--- src/rtl/wb_if.sv ---
// Writeback stage bus: upstream result handshake, data-memory read response,
// and register-file write port, bundled for the writeback_stage.
interface wb_if #(
    parameter int XLEN = 32
);
    // Handshake: a result transfers on a rising clk edge where in_valid and in_ready
    // are both 1. in_ready depends only on stage state, never on in_valid.
    // mem_rvalid is a 1-cycle pulse and carries no ready.
    logic            in_valid;
    logic            in_ready;
    logic [4:0]      in_rd;
    logic            in_rd_en;
    logic            in_is_load;
    logic [2:0]      in_funct3;
    logic [XLEN-1:0] in_alu_result;
    logic            mem_rvalid;
    logic [XLEN-1:0] mem_rdata;
    logic            rd_we;
    logic [4:0]      writeReg;
    logic [XLEN-1:0] writeData;
    logic            misalign;
    logic            load_timeout;

    modport master (
        output in_valid, in_rd, in_rd_en, in_is_load, in_funct3, in_alu_result,
        output mem_rvalid, mem_rdata,
        input  in_ready, rd_we, writeReg, writeData, misalign, load_timeout
    );

    modport slave (
        input  in_valid, in_rd, in_rd_en, in_is_load, in_funct3, in_alu_result,
        input  mem_rvalid, mem_rdata,
        output in_ready, rd_we, writeReg, writeData, misalign, load_timeout
    );
endinterface

--- src/rtl/writeback_stage.sv ---
// Final pipeline stage: retires ALU results and aligned loads into the register file.
// Optional macro WB_FWD_EN adds forwarding outputs (fwd_valid/fwd_rd/fwd_data) and stall_load.
module writeback_stage #(
    parameter int XLEN    = 32,
    parameter int TIMEOUT = 255,
    parameter int CNT_W   = 8
) (
    input  logic            clk,
    input  logic            rst,
    wb_if.slave             bus,
`ifdef WB_FWD_EN
    output logic            fwd_valid,
    output logic [4:0]      fwd_rd,
    output logic [XLEN-1:0] fwd_data,
    output logic            stall_load,
`endif
    output logic            dbg_state
);
    typedef enum logic {IDLE = 1'b0, LOAD_WAIT = 1'b1} state_t;

    state_t            state_q, state_d;
    logic [CNT_W-1:0]  cnt_q, cnt_d;
    logic [4:0]        ld_rd_q, ld_rd_d;
    logic              ld_en_q, ld_en_d;
    logic [2:0]        ld_f3_q, ld_f3_d;
    logic [1:0]        ld_off_q, ld_off_d;
    logic              rd_we_d, misalign_d, timeout_d;
    logic [4:0]        wreg_d;
    logic [XLEN-1:0]   wdata_d;
    logic [2:0]        f3_norm;
    logic              mis;
    logic [7:0]        ld_byte;
    logic [15:0]       ld_half;
    logic [XLEN-1:0]   ld_data;

    assign bus.in_ready = (state_q == IDLE);
    assign dbg_state    = state_q;

    // Unsupported load encodings collapse to LW, including for the alignment check.
    always_comb begin
        f3_norm = bus.in_funct3;
        if (!(bus.in_funct3 inside {3'b000, 3'b001, 3'b010, 3'b100, 3'b101}))
            f3_norm = 3'b010;
        mis = 1'b0;
        case (f3_norm)
            3'b001, 3'b101: mis = bus.in_alu_result[0];
            3'b010:         mis = (bus.in_alu_result[1:0] != 2'b00);
            default:        mis = 1'b0;
        endcase
    end

    always_comb begin
        ld_byte = bus.mem_rdata[{ld_off_q, 3'b000} +: 8];
        ld_half = ld_off_q[1] ? bus.mem_rdata[31:16] : bus.mem_rdata[15:0];
        case (ld_f3_q)
            3'b000:  ld_data = {{(XLEN-8){ld_byte[7]}}, ld_byte};
            3'b001:  ld_data = {{(XLEN-16){ld_half[15]}}, ld_half};
            3'b100:  ld_data = {{(XLEN-8){1'b0}}, ld_byte};
            3'b101:  ld_data = {{(XLEN-16){1'b0}}, ld_half};
            default: ld_data = bus.mem_rdata;
        endcase
    end

    always_comb begin
        state_d    = state_q;
        cnt_d      = cnt_q;
        ld_rd_d    = ld_rd_q;
        ld_en_d    = ld_en_q;
        ld_f3_d    = ld_f3_q;
        ld_off_d   = ld_off_q;
        rd_we_d    = 1'b0;
        misalign_d = 1'b0;
        timeout_d  = 1'b0;
        wreg_d     = bus.writeReg;
        wdata_d    = bus.writeData;
        case (state_q)
            IDLE: begin
                if (bus.in_valid) begin
                    if (!bus.in_is_load) begin
                        rd_we_d = bus.in_rd_en && (bus.in_rd != 5'd0);
                        if (rd_we_d) begin
                            wreg_d  = bus.in_rd;
                            wdata_d = bus.in_alu_result;
                        end
                    end else begin
                        ld_rd_d  = bus.in_rd;
                        ld_en_d  = bus.in_rd_en;
                        ld_f3_d  = f3_norm;
                        ld_off_d = bus.in_alu_result[1:0];
                        cnt_d    = '0;
                        if (mis) misalign_d = 1'b1;
                        else     state_d    = LOAD_WAIT;
                    end
                end
            end
            LOAD_WAIT: begin
                // Data arriving on the final counted cycle still retires the load.
                if (bus.mem_rvalid) begin
                    rd_we_d = ld_en_q && (ld_rd_q != 5'd0);
                    if (rd_we_d) begin
                        wreg_d  = ld_rd_q;
                        wdata_d = ld_data;
                    end
                    state_d = IDLE;
                end else if (cnt_q == CNT_W'(TIMEOUT)) begin
                    timeout_d = 1'b1;
                    state_d   = IDLE;
                end else begin
                    cnt_d = cnt_q + 1'b1;
                end
            end
            default: state_d = IDLE;
        endcase
    end

    always_ff @(posedge clk) begin
        if (!rst) begin
            state_q          <= IDLE;
            cnt_q            <= '0;
            ld_rd_q          <= '0;
            ld_en_q          <= 1'b0;
            ld_f3_q          <= '0;
            ld_off_q         <= '0;
            bus.rd_we        <= 1'b0;
            bus.misalign     <= 1'b0;
            bus.load_timeout <= 1'b0;
            bus.writeReg     <= '0;
            bus.writeData    <= '0;
        end else begin
            state_q          <= state_d;
            cnt_q            <= cnt_d;
            ld_rd_q          <= ld_rd_d;
            ld_en_q          <= ld_en_d;
            ld_f3_q          <= ld_f3_d;
            ld_off_q         <= ld_off_d;
            bus.rd_we        <= rd_we_d;
            bus.misalign     <= misalign_d;
            bus.load_timeout <= timeout_d;
            bus.writeReg     <= wreg_d;
            bus.writeData    <= wdata_d;
        end
    end

`ifdef WB_FWD_EN
    assign fwd_valid  = bus.rd_we;
    assign fwd_rd     = bus.writeReg;
    assign fwd_data   = bus.writeData;
    assign stall_load = (state_q == LOAD_WAIT);
`endif
endmodule

--- src/flat_wrapper.sv ---
// flat-port wrapper written by rule: the top's interface ports become plain ports
module writeback_stage_flat 
#(
    parameter int XLEN    = 32,
    parameter int TIMEOUT = 255,
    parameter int CNT_W   = 8
)
  (clk, rst, dbg_state, bus_in_valid, bus_in_rd, bus_in_rd_en, bus_in_is_load, bus_in_funct3, bus_in_alu_result, bus_mem_rvalid, bus_mem_rdata, bus_in_ready, bus_rd_we, bus_writeReg, bus_writeData, bus_misalign, bus_load_timeout);
  wb_if #(.XLEN(XLEN)) bus_i ();
  input  logic clk;
  input  logic rst;
  output logic dbg_state;
  input wire logic [$bits(bus_i.in_valid)-1:0] bus_in_valid;
  input wire logic [$bits(bus_i.in_rd)-1:0] bus_in_rd;
  input wire logic [$bits(bus_i.in_rd_en)-1:0] bus_in_rd_en;
  input wire logic [$bits(bus_i.in_is_load)-1:0] bus_in_is_load;
  input wire logic [$bits(bus_i.in_funct3)-1:0] bus_in_funct3;
  input wire logic [$bits(bus_i.in_alu_result)-1:0] bus_in_alu_result;
  input wire logic [$bits(bus_i.mem_rvalid)-1:0] bus_mem_rvalid;
  input wire logic [$bits(bus_i.mem_rdata)-1:0] bus_mem_rdata;
  output wire logic [$bits(bus_i.in_ready)-1:0] bus_in_ready;
  output wire logic [$bits(bus_i.rd_we)-1:0] bus_rd_we;
  output wire logic [$bits(bus_i.writeReg)-1:0] bus_writeReg;
  output wire logic [$bits(bus_i.writeData)-1:0] bus_writeData;
  output wire logic [$bits(bus_i.misalign)-1:0] bus_misalign;
  output wire logic [$bits(bus_i.load_timeout)-1:0] bus_load_timeout;
  assign bus_i.in_valid = bus_in_valid;
  assign bus_i.in_rd = bus_in_rd;
  assign bus_i.in_rd_en = bus_in_rd_en;
  assign bus_i.in_is_load = bus_in_is_load;
  assign bus_i.in_funct3 = bus_in_funct3;
  assign bus_i.in_alu_result = bus_in_alu_result;
  assign bus_i.mem_rvalid = bus_mem_rvalid;
  assign bus_i.mem_rdata = bus_mem_rdata;
  assign bus_in_ready = bus_i.in_ready;
  assign bus_rd_we = bus_i.rd_we;
  assign bus_writeReg = bus_i.writeReg;
  assign bus_writeData = bus_i.writeData;
  assign bus_misalign = bus_i.misalign;
  assign bus_load_timeout = bus_i.load_timeout;
  writeback_stage #(.XLEN(XLEN), .TIMEOUT(TIMEOUT), .CNT_W(CNT_W)) u_core (.clk(clk), .rst(rst), .bus(bus_i), .dbg_state(dbg_state));
endmodule
--- config.mk ---
export PLATFORM = sky130hd
export DESIGN_NAME = writeback_stage_flat
export DESIGN_NICKNAME = d
export VERILOG_FILES = /design/src/rtl/wb_if.sv /design/src/rtl/writeback_stage.sv /design/src/flat_wrapper.sv
export SDC_FILE = /design/constraint.sdc
export NUM_CORES = 1
export LEC_CHECK = 0
export ABC_AREA = 1
export CAP_MARGIN = 20
export CORE_ASPECT_RATIO = 0.9
export CORE_MARGIN = 2
export CORE_UTILIZATION = 40
export CTS_CLUSTER_SIZE = 8
export DETAILED_ROUTE_END_ITERATION = 6
export PLACE_DENSITY_LB_ADDON = 0.1
export SYNTH_ARGS = -nofsm -noshare
export SYNTH_HDL_FRONTEND = slang
export SYNTH_SLANG_ARGS = --single-unit
export TNS_END_PERCENT = 1
--- constraint.sdc ---
create_clock -name clk -period 4.9 [get_ports clk]
set_clock_uncertainty 0.2 [all_clocks]
set_input_delay 0.98 -clock clk [delete_from_list [all_inputs] [get_ports clk]]
set_output_delay 0.98 -clock clk [all_outputs]
set_load 0.03 [all_outputs]
# == Yosys cells after proc, flatten, opt, wreduce, memory -nomap -nowiden ==
# Index checks and enable logic that the tools add are counted.
# totals
reg_bits,60
in_bits,78
output_inout_bits,42
elab_cells,83
# classes
n_addsub,1
eq_ne,19
shift,1
muxes,33
n_bitwise,4
n_reduce_logical,14
# op_table
op,n
$mux 32,5
$pmux 32 s4,1
$pmux 32 s2,1
$mux 8,4
$shiftx 32x6->8,1
$mux 5,5
$mux 16,1
$pmux 8 s2,1
$eq 3x3->1 const B,5
$reduce_bool 5->1,3
$ne 2x2->1 const B,7
$mux 1,10
$pmux 5 s2,1
$eq 3x1->1 const B,3
$add 8x1->8 const B,1
$eq 8x8->1 const B,1
$eq 3x2->1 const B,2
$logic_not 3->1,2
$pmux 1 s2,3
$reduce_and 5->1,1
$not 1->1,4
$reduce_and 4->1,1
$reduce_or 4->1,1
$mux 3,1
other kinds (6),7

# == Longest topological paths before layout ==
# depth
word_depth,10
depth_mapped,10
mapped_depth_nobuf,10

# == Worst setup path after synthesis ==
# Ideal clock, no wire load.
# synth_timing
path_type,reg-to-output
startpoint,register u_core.state_q (netlist: u_core.dbg_state)
endpoint,output port bus_in_ready
arrival_ns,1.213
required_ns,3.720
setup_slack_ns,2.507
path_stages_with_launch,4
n_path_buf,2
cell_sequence,dfxtp_1 buf_4 inv_2 buf_1
# synth_between
elab_chain_len,1
# synth_rtl
element,line,source
"start, declared",writeback_stage.sv:21,"state_t state_q, state_d;"
"start signal, assigned",writeback_stage.sv:130,state_q <= state_d;
$not 1->1 (no line),n/a,
"end, declared",flat_wrapper.sv:21,output wire logic [$bits(bus_i.in_ready)-1:0] bus_in_ready;
# Every way passes these cells.

# == Worst setup path after layout ==
# layout_timing
startpoint,register u_core.state_q (netlist: u_core.dbg_state)
endpoint,output port dbg_state
# layout_rtl
element,line,source
"end, declared",flat_wrapper.sv:12,output logic dbg_state;
# No word-level cell between the ends.

==> results by group <==
Run status
  – Status: finished, final reports clean

Synthesis
  – Mapped Area: 3610 sq um
  – Syn avg cell area: 6.39 sq um
  – Yosys warns: 0
  – Post-synthesis sequential area ratio: 0.332
  – XOR/XNOR share of the synthesized area: 0.00242
  – Mapped Cells: 566
  – Yosys cell types: 36
  – Adder-cell share of the synthesized area: 0.00346
  – Largest family of logic cells by synthesized area: simple AND/OR/NAND/NOR gates
  – Predominant post-synthesis flop cell: dfxtp_1
  – Post-synth top area share: 0.332
  – Post-synth ARST share: 0
  – Post-Synthesis Net Count: 645
  – Post-synthesis mux area share: 0
  – Synth Area in Simple Gates: 0.341
  – Compound-cell area share of the yosys netlist: 0.192
  – Synth area leader: dfxtp_1
  – EDFF count, synth: 0
  – Top cells by area, synth: dfxtp_1 (33%), nand2_1 (13%), a21oi_1 (9.1%), nor2_1 (8.7%), inv_1 (5.8%)
  – #FFs+latches synth: 60

Power and ir drop
  – Leak Pwr: 2.17 nW
  – Final Total Pwr: 1.34 mW
  – Power per Cell Area: 269 nW/um^2
  – Max rail drop VDD: 0.000138 V

Global routing
  – Overall routing resource usage: 0.221
  – Pin count of the biggest net entering global routing: 57
  – Vias in the first global route: 3,484
  – Initial antenna violation count: 0
  – First-pass GRT wire length: 17,400 microns
  – Grt ovf: 0

Clock tree
  – Total CTS buffers: 9
  – Clock latency on the worst-skew pair: 340 ps
  – Post-CTS Setup Inserts: 0
  – CTS Sinks: 60
  – H-tree levels: 3
  – Post-CTS sizing: 0
  – Root Buffer: clkbuf_8
  – CTS Hold Bufs: 0
  – Longest Clk Path Bufs: 2
  – Clock transition at the registers of the reported paths: 70 ps
  – CTS tree: done

Critical path
  – Required time of the critical path: 3720 ps
  – R2r endpoint: u_core.bus.writeData[3]
  – R2R Setup Slk: 2620 ps
  – CP max stage delay: 770 ps
  – Critical path class: reg -> out
  – CP Max Fanout: 56
  – Setup crit end kind: output port
  – Worst-case reg-to-reg path depth: 9
  – Worst R2R Start: u_core.dbg_state
  – Critical path, cell by cell: buf_4, clkdlybuf4s50_1
  – Slowest cell on crit path: clkdlybuf4s50_1
  – Startpoint Class: flop
  – Worst path arrival time: 1900 ps

Routing
  – Pre-antenna DRT Iters: 5
  – Post-DRT Antenna Nets: 0
  – Routed wire length: 10,900 microns
  – Routed vias/inst: 4.92
  – Via count: 3,899
  – WL/cell: 13.8 microns
  – Drt drc: 0
  – DR iter-0 viols: 244

Placement
  – Port bufs: 119
  – Detailed-placement wirelength estimate: 7730 microns
  – Inst Count DP: 777
  – Setup WS pre-CTS: 1820 ps
  – GPL Wtd Cong: 0.889

Floorplanning
  – Die W: 104 microns
  – Die Area: 9810 sq um
  – Die height: 94.2 microns
  – Rows: 32
  – Initial Util: 0.416
  – IO Count: 120
  – Core Area: 8690 sq um

Finish
  – Layout Cells excl Fill: 792
  – Antenna cells: 0
  – Fraction of layout cells with a size suffix above 1: 0.0862
  – NumNets Final: 748
  – Layout area overhead: 37.7%

Hold path
  – Worst Hold End: u_core.ld_en_q
  – Min-delay src: u_core.ld_en_q
  – Min-delay worst type: reg -> reg
  – Hold Path Stages: 2

Timing
  – Fin. max-slew vios: 0
  – Worst-Margin Slew: 520 ps
  – Final hold vios: 0
  – Slew headroom: 0.654
  – RSZ-0062 raised after global routing: no
  – Ratio of final minimum period to clock period: 0.628
  – Final number of setup-violating endpoints: 0
  – FMAX: 0.325 GHz
  – Final WS setup: 1820 ps
  – Setup TNS Final: 0 ps
  – Tmin final: 3080 ps

Flow run
  – Max cap viols: 0
-- cells in the mapped netlist (all sizes together) (2+ instances only) --
master    n
nand2   130
nor2     86
a21oi    67
inv      63
dfxtp    60
o21ai    54
nand3    38
buf      16
or2      16
clkbuf   13
o22ai     8
nand4     3
clkinv    2
nor3      2
-- worst max path at each step --
stage / startpoint / to / slack [ps] / depth (start not counted)
after detailed placement: rst / u_core.ld_f3_q[2] / 1820 / 6
final: u_core.dbg_state / dbg_state / 1820 / 2
after floorplan: u_core.dbg_state / bus_in_ready / 2510 / 3
after global routing: u_core.dbg_state / dbg_state / 1710 / 2
after global placement: rst / u_core.ld_f3_q[2] / 1970 / 6
after CTS: u_core.dbg_state / dbg_state / 1800 / 2
-- critical path: cells and delay by family, from the launching register on --
family / cells / cell delay, ps
buf+inv: 2 / 1220
flops: 1 / 330
-- metrics by stage --
step | hold WS [ps] | area, sq um | util
finish | 275 | 4980 | 0.573
global placement | 252 | 4750 | 0.547
detailed placement | 252 | 4750 | 0.547
global route | 314 | 4980 | 0.573
floorplan | 228 | 3610 | -
CTS | 267 | 4980 | 0.573
-- sequential cells by signal (all words and copies together) (netlist names) --
register / flops
u_core.bus.writeData: 32
u_core.cnt_q: 8
u_core.bus.writeReg: 5
u_core.ld_rd_q: 5
u_core.ld_f3_q: 3
u_core.ld_off_q: 2
u_core.bus.load_timeout: 1
u_core.bus.misalign: 1
u_core.bus.rd_we: 1
u_core.dbg_state: 1
u_core.ld_en_q: 1
-- logic make-up (layout without fill, tap and decap cells) --
logic type | count (synthesis) | in the layout
simple gates | 277 | 277
compound gates | 132 | 132
buf+inv | 95 | 202
flops | 60 | 60
fa+ha+maj | 1 | 1
xor+xnor | 1 | 1
-- final cells by class --
type / count / area, sq um
fill: 872 / 3710
clock buffer: 11 / 151
tap: 119 / 149
sequential: 60 / 1200
inverter: 65 / 244
multi-input combinational: 411 / 1950
timing repair buffer: 122 / 1210
clock inverter: 4 / 72.6
-- report_power, final --
group	switching (mW)	leakage (nW)	internal [mW]	total, mW
registers	0.0127	0.490	0.510	0.523
logic	0.167	1.57	0.132	0.298
clock network	0.206	0.111	0.310	0.516
total	0.385	2.17	0.952	1.34
-- metal layers --
| layer | global-route usage | vias up | wire, microns |
|---|---|---|---|
| li1 | - | 2022 | - |
| met1 | 0.307 | 1733 | 5170 |
| met2 | 0.341 | 134 | 4900 |
| met3 | 0.0430 | 10 | 707 |
| met4 | 0.0800 | 0 | 142 |
| met5 | 0 | - | 0 |
-- placed cells by master (no fill, tap or decap), drive strengths merged --
master and instances:
nand4 3, xor2 1, nor3 2, inv 63
nand2 130, a21oi 67, clkdlybuf4s50 119, a211oi 1
nand3 38, o21ai 54, clkinv 3, dfxtp 60
a22oi 1, buf 3, nor4 1, ha 1
o22ai 8, nand3b 1, bufinv 2, or2 16
o21bai 1, clkinvlp 1, nor2 86, clkbuf 11
Note: power is estimated with default switching activity, not from simulation.
